$ cat src/rtl/note_sequencer.sv
// Purpose: snapshot a packed song and step through its 4-bit note slots, holding each note for its duration code.
// Latency: start sampled at edge N gives the first note at edge N+2; each leading padding slot adds one cycle.
// Backpressure: pause freezes the note timer while held; stop aborts at once; start is ignored while busy.
// Optional feature: define NOTE_SEQUENCER_LOOP_EN to replay the song forever instead of ending in DONE.
module note_sequencer #(
    parameter int NOTES        = 56,
    parameter int CLK_PER_UNIT = 10_000_000
) (
    input  logic               clk,
    input  logic               rst,
    input  logic               start,
    input  logic               stop,
    input  logic               pause,
    input  logic [4*NOTES-1:0] song_packed,
    input  logic [4*NOTES-1:0] time_continue,
    output logic [3:0]         note,
    output logic               note_valid,
    output logic [5:0]         note_idx,
    output logic               busy,
    output logic               done
);

    localparam int          CW   = $clog2(15 * CLK_PER_UNIT);
    localparam logic [5:0]  LAST = 6'(NOTES - 1);

    typedef enum logic [2:0] {
        S_IDLE,
        S_FETCH,
        S_HOLD,
        S_PAUSE,
        S_DONE
    } state_t;

    state_t             state, state_nx;
    logic [4*NOTES-1:0] song_r, song_nx;
    logic [4*NOTES-1:0] dur_r, dur_nx;
    logic [5:0]         idx, idx_nx;
    logic [CW-1:0]      cnt, cnt_nx;
    logic [3:0]         note_r, note_nx;
    logic               nv_r, nv_nx;
    logic               advance;

    logic [3:0]         slot_code;
    logic [3:0]         slot_dur;
    logic [3:0]         dur_eff;
    logic [CW-1:0]      reload;

    // Current slot fields from the snapshot, slot 0 in the top nibble, and the timer reload for it.
    always_comb begin
        slot_code = song_r[4*(NOTES-1-int'(idx)) +: 4];
        slot_dur  = dur_r[4*(NOTES-1-int'(idx)) +: 4];
        dur_eff   = (slot_dur == 4'd0) ? 4'd1 : slot_dur;
        reload    = CW'(int'(dur_eff) * CLK_PER_UNIT - 1);
    end

    // Next-state and datapath decisions; stop overrides everything except rst.
    always_comb begin
        state_nx = state;
        song_nx  = song_r;
        dur_nx   = dur_r;
        idx_nx   = idx;
        cnt_nx   = cnt;
        note_nx  = note_r;
        nv_nx    = nv_r;
        advance  = 1'b0;

        if (stop) begin
            state_nx = S_IDLE;
            note_nx  = 4'd0;
            nv_nx    = 1'b0;
            idx_nx   = 6'd0;
            cnt_nx   = '0;
        end else begin
            case (state)
                S_IDLE, S_DONE: begin
                    if (start) begin
                        song_nx  = song_packed;
                        dur_nx   = time_continue;
                        idx_nx   = 6'd0;
                        state_nx = S_FETCH;
                    end
                end
                S_FETCH: begin
                    if (slot_code == 4'd15) begin
                        // Padding slot: skip it without touching the note.
                        advance = 1'b1;
                    end else begin
                        note_nx  = (slot_code <= 4'd7) ? slot_code : 4'd0;
                        nv_nx    = (slot_code != 4'd0) && (slot_code <= 4'd7);
                        cnt_nx   = reload;
                        state_nx = S_HOLD;
                    end
                end
                S_HOLD: begin
                    // The FETCH cycle after HOLD is the note's last visible cycle, so HOLD
                    // ends with one count left. A pause seen in that last cycle waits for
                    // the next HOLD, as FETCH ignores pause.
                    if (cnt <= CW'(1)) begin
                        cnt_nx   = '0;
                        advance  = 1'b1;
                        state_nx = S_FETCH;
                    end else begin
                        cnt_nx = cnt - CW'(1);
                        if (pause) begin
                            state_nx = S_PAUSE;
                        end
                    end
                end
                S_PAUSE: begin
                    if (!pause) begin
                        state_nx = S_HOLD;
                    end
                end
                default: begin
                    state_nx = S_IDLE;
                end
            endcase

            if (advance) begin
                if (idx == LAST) begin
`ifdef NOTE_SEQUENCER_LOOP_EN
                    idx_nx   = 6'd0;
                    state_nx = S_FETCH;
`else
                    state_nx = S_DONE;
                    note_nx  = 4'd0;
                    nv_nx    = 1'b0;
`endif
                end else begin
                    idx_nx = idx + 6'd1;
                end
            end
        end
    end

    // State and datapath registers with synchronous reset.
    always_ff @(posedge clk) begin
        if (rst) begin
            state  <= S_IDLE;
            song_r <= '0;
            dur_r  <= '0;
            idx    <= 6'd0;
            cnt    <= '0;
            note_r <= 4'd0;
            nv_r   <= 1'b0;
        end else begin
            state  <= state_nx;
            song_r <= song_nx;
            dur_r  <= dur_nx;
            idx    <= idx_nx;
            cnt    <= cnt_nx;
            note_r <= note_nx;
            nv_r   <= nv_nx;
        end
    end

    assign note       = note_r;
    assign note_valid = nv_r && (state != S_PAUSE);
    assign note_idx   = idx;
    assign busy       = (state == S_FETCH) || (state == S_HOLD) || (state == S_PAUSE);
    assign done       = (state == S_DONE);

endmodule

$ cat config.mk
export PLATFORM = sky130hd
export DESIGN_NAME = note_sequencer
export DESIGN_NICKNAME = d
export VERILOG_FILES = /design/src/rtl/note_sequencer.sv
export SDC_FILE = /design/constraint.sdc
export NUM_CORES = 1
export LEC_CHECK = 0
export BUFFER_PORTS_ARGS = -buffer_cell sky130_fd_sc_hd__buf_2
export CORE_UTILIZATION = 45
export CTS_CLUSTER_DIAMETER = 150
export DETAILED_ROUTE_END_ITERATION = 10
export PLACE_DENSITY = 0.71
export SETUP_SLACK_MARGIN = 0.1
export SLEW_MARGIN = 20
export SYNTH_ARGS = -nofsm -noshare
export SYNTH_HDL_FRONTEND = slang
export SYNTH_SLANG_ARGS = --single-unit
$ cat constraint.sdc
create_clock -name clk -period 6.8 [get_ports clk]
set_input_delay 0.34 -clock clk [delete_from_list [all_inputs] [get_ports clk]]
set_output_delay 0.34 -clock clk [all_outputs]
set_load 0.05 [all_outputs]
## Word level (Yosys, flattened, before mapping)

Cells that the tools add are included.

- Register bits: 490
- Bits of input ports: 453

- Add/subtract/negate cells: 4
- $mul: 1
- Magnitude comparators: 2
- Eq/ne operators: 8
- Shift-type cells: 2
- Mux-type cells: 29
- Bitwise logic cells: 1
- Reduce and logical (&&, ||, !) cells: 12

Operator list:

| operator | count |
|---|---|
| 224-bit by 9-bit variable part select with 4-bit output | 2 |
| 28-bit two-way mux | 2 |
| 28-bit one-hot mux with 2 select lines | 1 |
| 28-bit by 1-bit subtractor with 28-bit output, second input constant | 2 |
| 28-bit by 1-bit less-or-equal comparator with 1-bit output, second input constant | 1 |
| 4-bit two-way mux | 6 |
| 6-bit two-way mux | 4 |
| 4-bit by 17-bit multiplier with 21-bit output, second input constant | 1 |
| 3-bit two-way mux | 7 |
| 3-bit one-hot mux with 4 select lines | 1 |
| 1-bit two-way mux | 7 |
| 6-bit by 6-bit subtractor with 7-bit output, first input constant | 1 |
| 6-bit by 1-bit adder with 6-bit output, second input constant | 1 |
| 3-bit by 2-bit == test with 1-bit output, second input constant | 2 |
| 6-bit == test, second input constant | 1 |
| 4-bit == test, second input constant | 1 |
| 4-bit by 3-bit less-or-equal comparator with 1-bit output, second input constant | 1 |
| 4-bit zero test | 1 |
| 4-bit nonzero test | 1 |
| 2-bit OR reduction | 2 |
| 3-bit by 1-bit == test with 1-bit output, second input constant | 1 |
| 3-bit == test, second input constant | 1 |
| 3-bit zero test | 1 |
| 3-bit by 2-bit != test with 1-bit output, second input constant | 1 |
| 8 further kinds | 10 |

## Longest topological paths before layout

Gate-level depths: netlist of the first run.

- Word-level depth: 8
- Depth in mapped cells: 25

## Worst setup path after synthesis of the first run

OpenSTA, ideal clock, no wires.

- Kind: register to register
- From: register idx[3], in the netlist note_idx[3]
- To: register cnt[23]
- Library setup time: 0.127 ns
- Arrival time: 5.953 ns
- Data required time: 6.673 ns
- Slack: 0.720 ns
- Cell stages (with the launch flop): 25
- Buffers on the path: 2
- Cell sequence: dfxtp_1 > clkbuf_1 > inv_1 > ha_1 > clkbuf_1 > a31oi_1 > a32oi_1 > a31oi_1 > nor4_4 > inv_2 > o31ai_4 > inv_2 > fa_1 > inv_1 > ha_1 > a21o_1 > a21oi_1 > nand2b_1 > a21oi_1 > or4_4 > mux2i_4 > o21bai_2 > nor3_1 > a2111oi_2 > or3_1

- Word-level cells in the longest chain between the ends: 8
- Elaborated cells between the ends (all ways): 12
- Classes of those cells: 2 x add/sub; 1 x mul; 2 x eq/ne; 2 x shift; 3 x mux; 2 x reduce/logical

Ends and longest elaborated chain:

| what | line | text |
|---|---|---|
| start: declaration | 37 | `logic [5:0] idx, idx_nx;` |
| start signal: assignment | 150 | `idx <= idx_nx;` |
| 6-bit by 6-bit subtractor with 7-bit output * | 50, 51 |  |
| 224-bit by 9-bit variable part select with 4-bit output | 51 | `slot_dur = dur_r[4*(NOTES-1-int'(idx)) +: 4];` |
| 4-bit zero test | 52 | `dur_eff = (slot_dur == 4'd0) ? 4'd1 : slot_dur;` |
| 4-bit two-way mux | 52 |  |
| 4-bit by 17-bit multiplier with 21-bit output | 53 | `reload = CW'(int'(dur_eff) * CLK_PER_UNIT - 1);` |
| 28-bit by 1-bit subtractor with 28-bit output | 53 |  |
| 28-bit two-way mux | 84 | `if (slot_code == 4'd15) begin` |
| 28-bit one-hot mux with 2 select lines | 74 | `case (state)` |
| end signal: assignment | 151 | `cnt <= cnt_nx;` |
| end: declaration | 38 | `logic [CW-1:0] cnt, cnt_nx;` |

Mark *: on every way between the ends. The rest lies on a longest branch, timed or not. The select of a mux whose other input is x is not followed.
A chain may end at the register's enable or synchronous reset.

## Worst setup path in the final report of the first run

- From: register idx[0], in the netlist note_idx[0]
- To: register cnt[23]

Same word-level chain as after synthesis.

==> results of run 1 <==
[stage by stage]
| stage | power (µW) | cell area (µm²) |
|---|---|---|
| after floorplan | 3577 | 22780 |
| after global placement | 3862 | 25270 |
| after detailed placement | 3880 | 25270 |
| after CTS | 6839 | 30840 |
| after global routing | 7084 | 30910 |
| final | 6853 | 30920 |
[timing repair]
action	CTS	global route
hold buffers	390	0
setup endpoints to repair	0	3
resized for setup	0	0
hold endpoints to repair	390	0
setup buffers	0	1
[cells in the final DEF, fill, tap and decap left out, types with 29 or more instances in the layout]
master and n:
buf_2 464, a21oi_1 490, o21ai_0 40, dlygate4sd3_1 390, nand2_1 955, mux2i_1 54, dfxtp_1 487, clkbuf_16 54
nor2_1 56, mux4_2 100, ha_1 29
[layer usage]
| metal | up-vias | GRT usage |
|---|---|---|
| met5 | - | 0 |
| met4 | 2 | 0.1596 |
| met3 | 303 | 0.05292 |
| met2 | 1185 | 0.5298 |
| met1 | 11314 | 0.3911 |
| li1 | 10913 | - |
[flip-flops by register name (all words and copies together) (netlist names)]
name / count
note_idx: 6
state: 3
note: 4
cnt: 28
nv_r: 1
song_r: 224
dur_r: 224
[cells in the mapped netlist, types with 7 or more instances]
cell,count,share of area
a211oi_1,8,0.0026
a21oi_1,490,0.11
a22oi_1,11,0.0036
a31oi_1,14,0.0038
and2_1,13,0.0036
buf_2,17,0.0037
buf_4,9,0.0030
buf_6,7,0.0035
clkbuf_1,168,0.028
dfxtp_1,490,0.43
ha_1,29,0.016
inv_1,15,0.0025
mux2_2,7,0.0035
mux2i_1,54,0.024
mux4_2,100,0.099
nand2_1,955,0.16
nand2b_1,11,0.0030
nand3_1,23,0.0051
nand4_1,8,0.0022
nor2_1,57,0.0094
nor2b_1,9,0.0025
nor3_1,22,0.0048
nor4_1,7,0.0019
o21ai_0,40,0.0088
o22ai_1,17,0.0047
or3_1,15,0.0041
xnor2_1,19,0.0073
xor2_1,11,0.0042
[layout make-up]
cell class,count,area (µm²)
inverter,21,78.83
timing repair buffer,883,6521
sequential,490,9821
clock inverter,15,151.4
tap,672,840.8
fill,4062,19150
clock buffer,74,1516
multi-input combinational,2029,11940
antenna,21,52.55
[worst min path at each step]
stage,endpoint,slack [ns],depth (start not counted)
floorplan,dur_r[123]$_SDFFE_PP0P_,0.43,2
finish,dur_r[202]$_SDFFE_PP0P_,0.01,3
detailed placement,note[3]$_SDFF_PP0_,0.44,2
CTS,song_r[176]$_SDFFE_PP0P_,0.0001,3
global route,dur_r[56]$_SDFFE_PP0P_,0.01,3
global placement,note[3]$_SDFF_PP0_,0.42,2
[report_power, final]
| part | switching, µW | internal (µW) | total (µW) | leakage [µW] |
|---|---|---|---|---|
| Clock | 1190 | 1620 | 2820 | 0.000823 |
| Sequential | 80.5 | 3000 | 3080 | 0.00400 |
| Combinational | 507 | 448 | 954 | 0.00722 |
[cell families after synthesis]
family                   after synthesis
buffers and inverters                229
AND/OR/NAND/NOR                     1145
flip-flops                           490
adder cells (fa/ha/maj)               31
XOR/XNOR                              31
AO/OA/AOI/OAI                        658
multiplexers                         164
[worst reg2reg max path, cell delays in order, from the launching register on]
cell and delay [ns]:
dfxtp_4 0.59, buf_4 0.31, mux4_2 0.52, mux2i_1 0.17
a22oi_1 0.09, o21ai_1 0.16, mux2_2 0.34, inv_2 0.16
o31ai_4 0.34, inv_2 0.18, fa_1 0.52, inv_1 0.05
ha_1 0.32, a21o_1 0.20, a21oi_1 0.27, nand2b_1 0.19
a21oi_1 0.09, or4_4 0.50, mux2i_4 0.19, o21bai_2 0.15
nor3_1 0.25, a2111oi_2 0.12, or3_1 0.39
==> impl_metrics.xml, run 1 <==
<?xml version="1.0" encoding="UTF-8"?>
<metrics>
  <group name="power_and_ir_drop">
    <metric name="worst_ir_drop_vdd" unit="V">0.0002156</metric>
    <metric name="leakage_power" unit="µW">0.01204</metric>
    <metric name="power_density" unit="nW/µm²">221.6</metric>
  </group>
  <group name="grt">
    <metric name="grt-ovfl-total" unit="">0</metric>
    <metric name="grt_pass1_vias" unit="">23448</metric>
    <metric name="grt_start_max_net_pins" unit="">229</metric>
    <metric name="grt_use_total" unit="">0.3156</metric>
    <metric name="initial_antenna_violation_count" unit="">18</metric>
    <metric name="grt_first_pass_wirelength" unit="mm">126.8</metric>
  </group>
  <group name="layout">
    <metric name="area_added_between_synthesis_and_finish" unit="%">35.71</metric>
    <metric name="utilization" unit="">0.6176</metric>
    <metric name="instances_no_fill" unit="">4205</metric>
    <metric name="total_nets_final" unit="">3960</metric>
    <metric name="drive_gt1_frac" unit="">0.2033</metric>
  </group>
  <group name="yosys">
    <metric name="synth_compound_gate_area_share" unit="">0.1615</metric>
    <metric name="yosys_most_used_dff" unit="">dfxtp_1</metric>
    <metric name="mux_cell_area_share_after_synthesis" unit="">0.1280</metric>
    <metric name="synth.net_count" unit="">3232</metric>
    <metric name="main_combinational_cell_family_by_area_after_synthesis" unit="">simple AND/OR/NAND/NOR gates</metric>
    <metric name="synth-edff-count" unit="">0</metric>
    <metric name="share_of_flip_flops_with_an_asynchronous_set_or_reset" unit="">0</metric>
    <metric name="yosys.area_share.xor_xnor" unit="">0.01274</metric>
    <metric name="synthesis.yosys.warnings" unit="">0</metric>
    <metric name="synth.yosys.seq_area_share" unit="">0.4305</metric>
    <metric name="synth_seq_cells" unit="">490</metric>
    <metric name="synth-adder-area-share" unit="">0.01768</metric>
    <metric name="synth.cell_area" unit="µm²">22780</metric>
    <metric name="yosys.cell_types.count" unit="">84</metric>
    <metric name="syn_inst" unit="">2748</metric>
    <metric name="synth_area_per_cell" unit="µm²">8.291</metric>
    <metric name="area_share_of_and_or_nand_nor_cells_after_synthesis" unit="">0.2035</metric>
  </group>
  <group name="clocking">
    <metric name="clock_sinks" unit="">490</metric>
    <metric name="clock_tree.htree_level_count" unit="">2</metric>
    <metric name="clkTransAtPathRegs" unit="ns">0.06</metric>
    <metric name="worstSkewPairLatency" unit="ns">0.60</metric>
    <metric name="cts_tree" unit="">done</metric>
    <metric name="clock_tree.root_cell" unit="">clkbuf_16</metric>
    <metric name="cts-buffers-inserted" unit="">51</metric>
    <metric name="buffers_from_clock_root_to_sink_at_most" unit="">3</metric>
  </group>
  <group name="placed_design">
    <metric name="placed_cells" unit="">3704</metric>
    <metric name="post-dp-hpwl" unit="mm">53.98</metric>
    <metric name="place.port_buffers" unit="">465</metric>
    <metric name="placement.setup.worst_slack" unit="ns">0.4594</metric>
    <metric name="gpl.final_weighted_congestion" unit="">0.9145</metric>
  </group>
  <group name="min_path">
    <metric name="worstHoldStart" unit="">time_continue[202]</metric>
    <metric name="worstHoldPathType" unit="">in2reg</metric>
  </group>
  <group name="critical_path">
    <metric name="timing.critical_path.fanout_max" unit="">19</metric>
    <metric name="critical-path-slowest-cell" unit="">dfxtp_4</metric>
    <metric name="timing.critical_path.required" unit="ns">7.27</metric>
    <metric name="crit_path_start_kind" unit="">flop</metric>
    <metric name="crit_chain" unit="">buf_4, mux4_2, mux2i_1, a22oi_1, o21ai_1, mux2_2, inv_2, o31ai_4, inv_2, fa_1, inv_1, ha_1, a21o_1, a21oi_1, nand2b_1, a21oi_1, or4_4, mux2i_4, o21bai_2, nor3_1, a2111oi_2, or3_1</metric>
    <metric name="critPathCapture" unit="">cnt[23]$_SDFFE_PP0P_</metric>
    <metric name="cp-end-kind" unit="">flop</metric>
    <metric name="worstPathArrival" unit="ns">6.73</metric>
    <metric name="critical_path_depth" unit="">22</metric>
    <metric name="ff2ff_path_depth" unit="">22</metric>
    <metric name="worst_path_largest_cell_delay" unit="ns">0.59</metric>
    <metric name="crit_type" unit="">reg2reg</metric>
    <metric name="critical-path-top-delay-family" unit="">compound AO/OA/AOI/OAI gates</metric>
    <metric name="critical_path.reg2reg.endpoint" unit="">cnt[23]$_SDFFE_PP0P_</metric>
    <metric name="critical_path_buf_inv_count" unit="">4</metric>
    <metric name="critPathLaunch" unit="">note_idx[0]$_SDFF_PP0_</metric>
    <metric name="r2r_slack" unit="ns">0.55</metric>
    <metric name="critical_path.reg2reg.startpoint" unit="">note_idx[0]$_SDFF_PP0_</metric>
  </group>
  <group name="drt">
    <metric name="final_antenna_net_count" unit="">0</metric>
    <metric name="drt-pass1-iter-count" unit="">6</metric>
    <metric name="drt_first_iter_violations" unit="">2173</metric>
    <metric name="totalWireLength" unit="mm">84.50</metric>
    <metric name="routed_wire_length_per_instance" unit="µm">20.10</metric>
    <metric name="drt-met1-wl" unit="mm">33.57</metric>
    <metric name="via_to_cell_ratio" unit="">5.640</metric>
    <metric name="topRoutingLayerUsed" unit="">met5</metric>
    <metric name="wl_met3" unit="mm">6.462</metric>
    <metric name="route.met2.wl" unit="mm">40.35</metric>
    <metric name="via_count_of_the_routed_design" unit="">23717</metric>
    <metric name="drt_drc_violations_left" unit="">0</metric>
  </group>
  <group name="die">
    <metric name="pin_count" unit="">466</metric>
    <metric name="floorplan.core_area" unit="µm²">50070</metric>
    <metric name="fp.dieH" unit="µm">227.0</metric>
    <metric name="initial_core_util" unit="">0.4551</metric>
    <metric name="die-area" unit="µm²">51540</metric>
    <metric name="chipWidth" unit="µm">227.0</metric>
    <metric name="number_of_placement_rows" unit="">82</metric>
  </group>
  <group name="sta">
    <metric name="rsz0062_at_grt" unit="">no</metric>
    <metric name="report.final.hold_viol_count" unit="">0</metric>
    <metric name="clock_skew" unit="ns">0.02384</metric>
    <metric name="timing.final.crit_share" unit="">0.9195</metric>
    <metric name="setup_viol_count_final" unit="">0</metric>
    <metric name="fmax" unit="GHz">0.1599</metric>
    <metric name="layout_min_cycle_time" unit="ns">6.253</metric>
    <metric name="slew_headroom" unit="">0.2558</metric>
    <metric name="drv_slew" unit="">0</metric>
    <metric name="fin_ws" unit="ns">0.5473</metric>
    <metric name="worstMarginPinSlew" unit="ns">1.116</metric>
    <metric name="timing.setup.tns" unit="ns">0</metric>
    <metric name="timing.hold.ws" unit="ns">0.01220</metric>
  </group>
  <group name="flow_run">
    <metric name="drv_cap" unit="">0</metric>
  </group>
  <group name="outcome">
    <metric name="outcome" unit="">complete, no violations</metric>
  </group>
</metrics>
Note: power is estimated with default switching activity, not from simulation.
==> inputs of run 2 (changes only) <==
==> constraint.sdc (replaced) <==
create_clock -name clk -period 6.6 [get_ports clk]
set_input_delay 0.33 -clock clk [delete_from_list [all_inputs] [get_ports clk]]
set_output_delay 0.33 -clock clk [all_outputs]
set_load 0.05 [all_outputs]
==> run 2 against run 1 <==
Count of clock-buffer cells in the layout increased by 4. First-iteration DRC count decreased by 1.3%. Wire length is 0.48% higher. Power grew 5.7%. Highest routed layer unchanged. Worst hold slack gained 0.012 ns. Design area rose by 0.70%. Combinational power grew 4.0%. Maximum frequency is 2.2% higher. Sequential power is 3% higher. Largest power group unchanged. Utilization is 0.43 points higher.
==> impl_metrics.xml, run 2 (synthesized netlist as in run 1, its figures left out) <==
<?xml version="1.0" encoding="UTF-8"?>
<metrics>
  <group name="outcome">
    <metric name="outcome" unit="">complete, no violations</metric>
  </group>
  <group name="flow_run">
    <metric name="drv_cap" unit="">0</metric>
  </group>
  <group name="critical_path">
    <metric name="timing.critical_path.fanout_max" unit="">36</metric>
    <metric name="crit_chain" unit="">buf_12, mux4_2, mux2_2, a221oi_2, mux2_4, inv_2, o31ai_4, inv_2, fa_1, inv_1, ha_1, a21o_1, a21oi_1, xnor2_1, nor3_1, nor2b_1, nand3_1, o21bai_2, nor3_2, a2111oi_2, or3_1</metric>
    <metric name="worst_path_largest_cell_delay" unit="ns">0.52</metric>
    <metric name="critPathLaunch" unit="">note_idx[2]$_SDFF_PP0_</metric>
    <metric name="timing.critical_path.required" unit="ns">7.06</metric>
    <metric name="crit_path_start_kind" unit="">flop</metric>
    <metric name="critPathMostFrequentCell" unit="">inv_2</metric>
    <metric name="cp-end-kind" unit="">flop</metric>
    <metric name="worstPathArrival" unit="ns">6.58</metric>
    <metric name="crit_type" unit="">reg2reg</metric>
    <metric name="critical_path.reg2reg.startpoint" unit="">note_idx[2]$_SDFF_PP0_</metric>
    <metric name="critical-path-slowest-cell" unit="">dfxtp_4</metric>
  </group>
  <group name="clocking">
    <metric name="cts-buffers-inserted" unit="">51</metric>
    <metric name="clock_tree.root_cell" unit="">clkbuf_16</metric>
    <metric name="clock_sinks" unit="">490</metric>
    <metric name="worstSkewPairLatency" unit="ns">0.60</metric>
    <metric name="clkTransAtPathRegs" unit="ns">0.07</metric>
    <metric name="cts_tree" unit="">done</metric>
    <metric name="buffers_from_clock_root_to_sink_at_most" unit="">3</metric>
    <metric name="clock_tree.htree_level_count" unit="">2</metric>
  </group>
  <group name="die">
    <metric name="chipWidth" unit="µm">227.0</metric>
    <metric name="die-area" unit="µm²">51540</metric>
    <metric name="initial_core_util" unit="">0.4551</metric>
    <metric name="number_of_placement_rows" unit="">82</metric>
    <metric name="floorplan.core_area" unit="µm²">50070</metric>
    <metric name="fp.dieH" unit="µm">227.0</metric>
    <metric name="pin_count" unit="">466</metric>
  </group>
  <group name="layout">
    <metric name="instances_no_fill" unit="">4212</metric>
    <metric name="mostFrequentLayoutCells" unit="">955 x nand2_1, 490 x a21oi_1, 486 x dfxtp_1</metric>
    <metric name="seq_area" unit="µm²">9822</metric>
    <metric name="total_nets_final" unit="">3967</metric>
    <metric name="largest_registers" unit="">dur_r (224), song_r (224), cnt (28)</metric>
    <metric name="utilization" unit="">0.6219</metric>
    <metric name="nFillCells" unit="">4034</metric>
    <metric name="multi_input_comb_area" unit="µm²">11960</metric>
    <metric name="mostFrequentLayoutCell" unit="">nand2_1</metric>
    <metric name="drive_gt1_frac" unit="">0.2081</metric>
    <metric name="area_added_between_synthesis_and_finish" unit="%">36.66</metric>
  </group>
  <group name="grt">
    <metric name="initial_antenna_violation_count" unit="">15</metric>
    <metric name="grt_use_total" unit="">0.3195</metric>
    <metric name="grt_first_pass_wirelength" unit="mm">127.9</metric>
    <metric name="grt_start_max_net_pins" unit="">238</metric>
    <metric name="grt-ovfl-total" unit="">0</metric>
    <metric name="grt_pass1_vias" unit="">23374</metric>
  </group>
  <group name="placed_design">
    <metric name="placement.setup.worst_slack" unit="ns">0.2959</metric>
    <metric name="placed_cells" unit="">3710</metric>
    <metric name="post-dp-hpwl" unit="mm">54.37</metric>
    <metric name="place.port_buffers" unit="">465</metric>
    <metric name="gpl.final_weighted_congestion" unit="">0.9026</metric>
  </group>
  <group name="power_and_ir_drop">
    <metric name="leakage_power" unit="µW">0.01215</metric>
    <metric name="totalPowerFinal" unit="µW">7242</metric>
    <metric name="power_density" unit="nW/µm²">232.6</metric>
    <metric name="worst_ir_drop_vdd" unit="V">0.0002246</metric>
  </group>
  <group name="drt">
    <metric name="final_antenna_net_count" unit="">0</metric>
    <metric name="drt_first_iter_violations" unit="">2144</metric>
    <metric name="totalWireLength" unit="mm">84.91</metric>
    <metric name="via_to_cell_ratio" unit="">5.643</metric>
    <metric name="via_count_of_the_routed_design" unit="">23768</metric>
    <metric name="routed_wire_length_per_instance" unit="µm">20.16</metric>
    <metric name="drt_drc_violations_left" unit="">0</metric>
    <metric name="drt-pass1-iter-count" unit="">5</metric>
  </group>
  <group name="sta">
    <metric name="layout_min_cycle_time" unit="ns">6.117</metric>
    <metric name="fmax" unit="GHz">0.1635</metric>
    <metric name="clock_skew" unit="ns">0.01835</metric>
    <metric name="drv_slew" unit="">0</metric>
    <metric name="rsz0062_at_grt" unit="">no</metric>
    <metric name="worstMarginPinSlew" unit="ns">1.222</metric>
    <metric name="fin_ws" unit="ns">0.4831</metric>
    <metric name="timing.setup.tns" unit="ns">0</metric>
    <metric name="setup_viol_count_final" unit="">0</metric>
    <metric name="report.final.hold_viol_count" unit="">0</metric>
    <metric name="slew_headroom" unit="">0.1854</metric>
    <metric name="timing.final.crit_share" unit="">0.9268</metric>
  </group>
  <group name="min_path">
    <metric name="worstHoldStart" unit="">time_continue[122]</metric>
    <metric name="worstHoldPathType" unit="">in2reg</metric>
  </group>
</metrics>
run 2: cell count changes in the layout (fill, tap and decap cells not counted), sizes merged:
cell,previous run,this run
diode,21,17
buf,493,505
clkinv,10,6
clkbuf,74,78
dlygate4sd3,390,385
bufinv,2,6
run 2: routing by layer:
metal  global-route usage  routed length [µm]  up-vias
met2               0.5261               39780     1207
li1                     -                   -    10922
met5                    0                  13        -
met4               0.1691                4803        2
met3              0.05395                6071      357
met1               0.4015               34240    11280
run 2: stage by stage:
step / hold WS (ns) / area [µm²]
floorplan: 0.4317 / 22780
global placement: 0.4202 / 25310
detailed placement: 0.4205 / 25310
CTS: 0.00008854 / 30950
global route: 0.01670 / 31130
finish: 0.02419 / 31140
run 2: power by group:
| part | internal [µW] | total, µW | switching, µW |
|---|---|---|---|
| registers | 3090 | 3170 | 81.8 |
| clock network | 1840 | 3080 | 1240 |
| logic | 460 | 992 | 532 |
| total | 5390 | 7240 | 1850 |
run 2: final cells by class:
cell class              instances  area share
multi-input cells            2029      0.3842
repair buffers                890      0.2120
flip-flops and latches        490      0.3155
clock buffers                  78     0.04915
clock inverters                15    0.008158
diodes                         17    0.001366
well taps                     672     0.02700
inverters                      21    0.002652
run 2: final timing paths:
path / end / slack (ns) / cells after the start
max: cnt[23]$_SDFFE_PP0P_ / 0.48 / 21
min: dur_r[122]$_SDFFE_PP0P_ / 0.02 / 3
max reg2reg: cnt[23]$_SDFFE_PP0P_ / 0.48 / 21
min reg2reg: note[3]$_SDFF_PP0_ / 0.43 / 2
run 2: worst max-delay path, delay by kind of cell, from the launching register on:
| family | cells | cell delay (ns) |
|---|---|---|
| fa+ha+maj | 2 | 0.82 |
| xor+xnor | 1 | 0.17 |
| flops | 1 | 0.52 |
| buf+inv | 4 | 0.61 |
| compound gates | 6 | 1.51 |
| mux | 3 | 0.95 |
| simple gates | 5 | 1.35 |
run 2: repair_timing:
item	CTS	global route
hold buffers	385	0
gates resized for setup	0	9
endpoints found under the hold margin	385	0
setup buffers	0	7
setup endpoints to repair	0	9
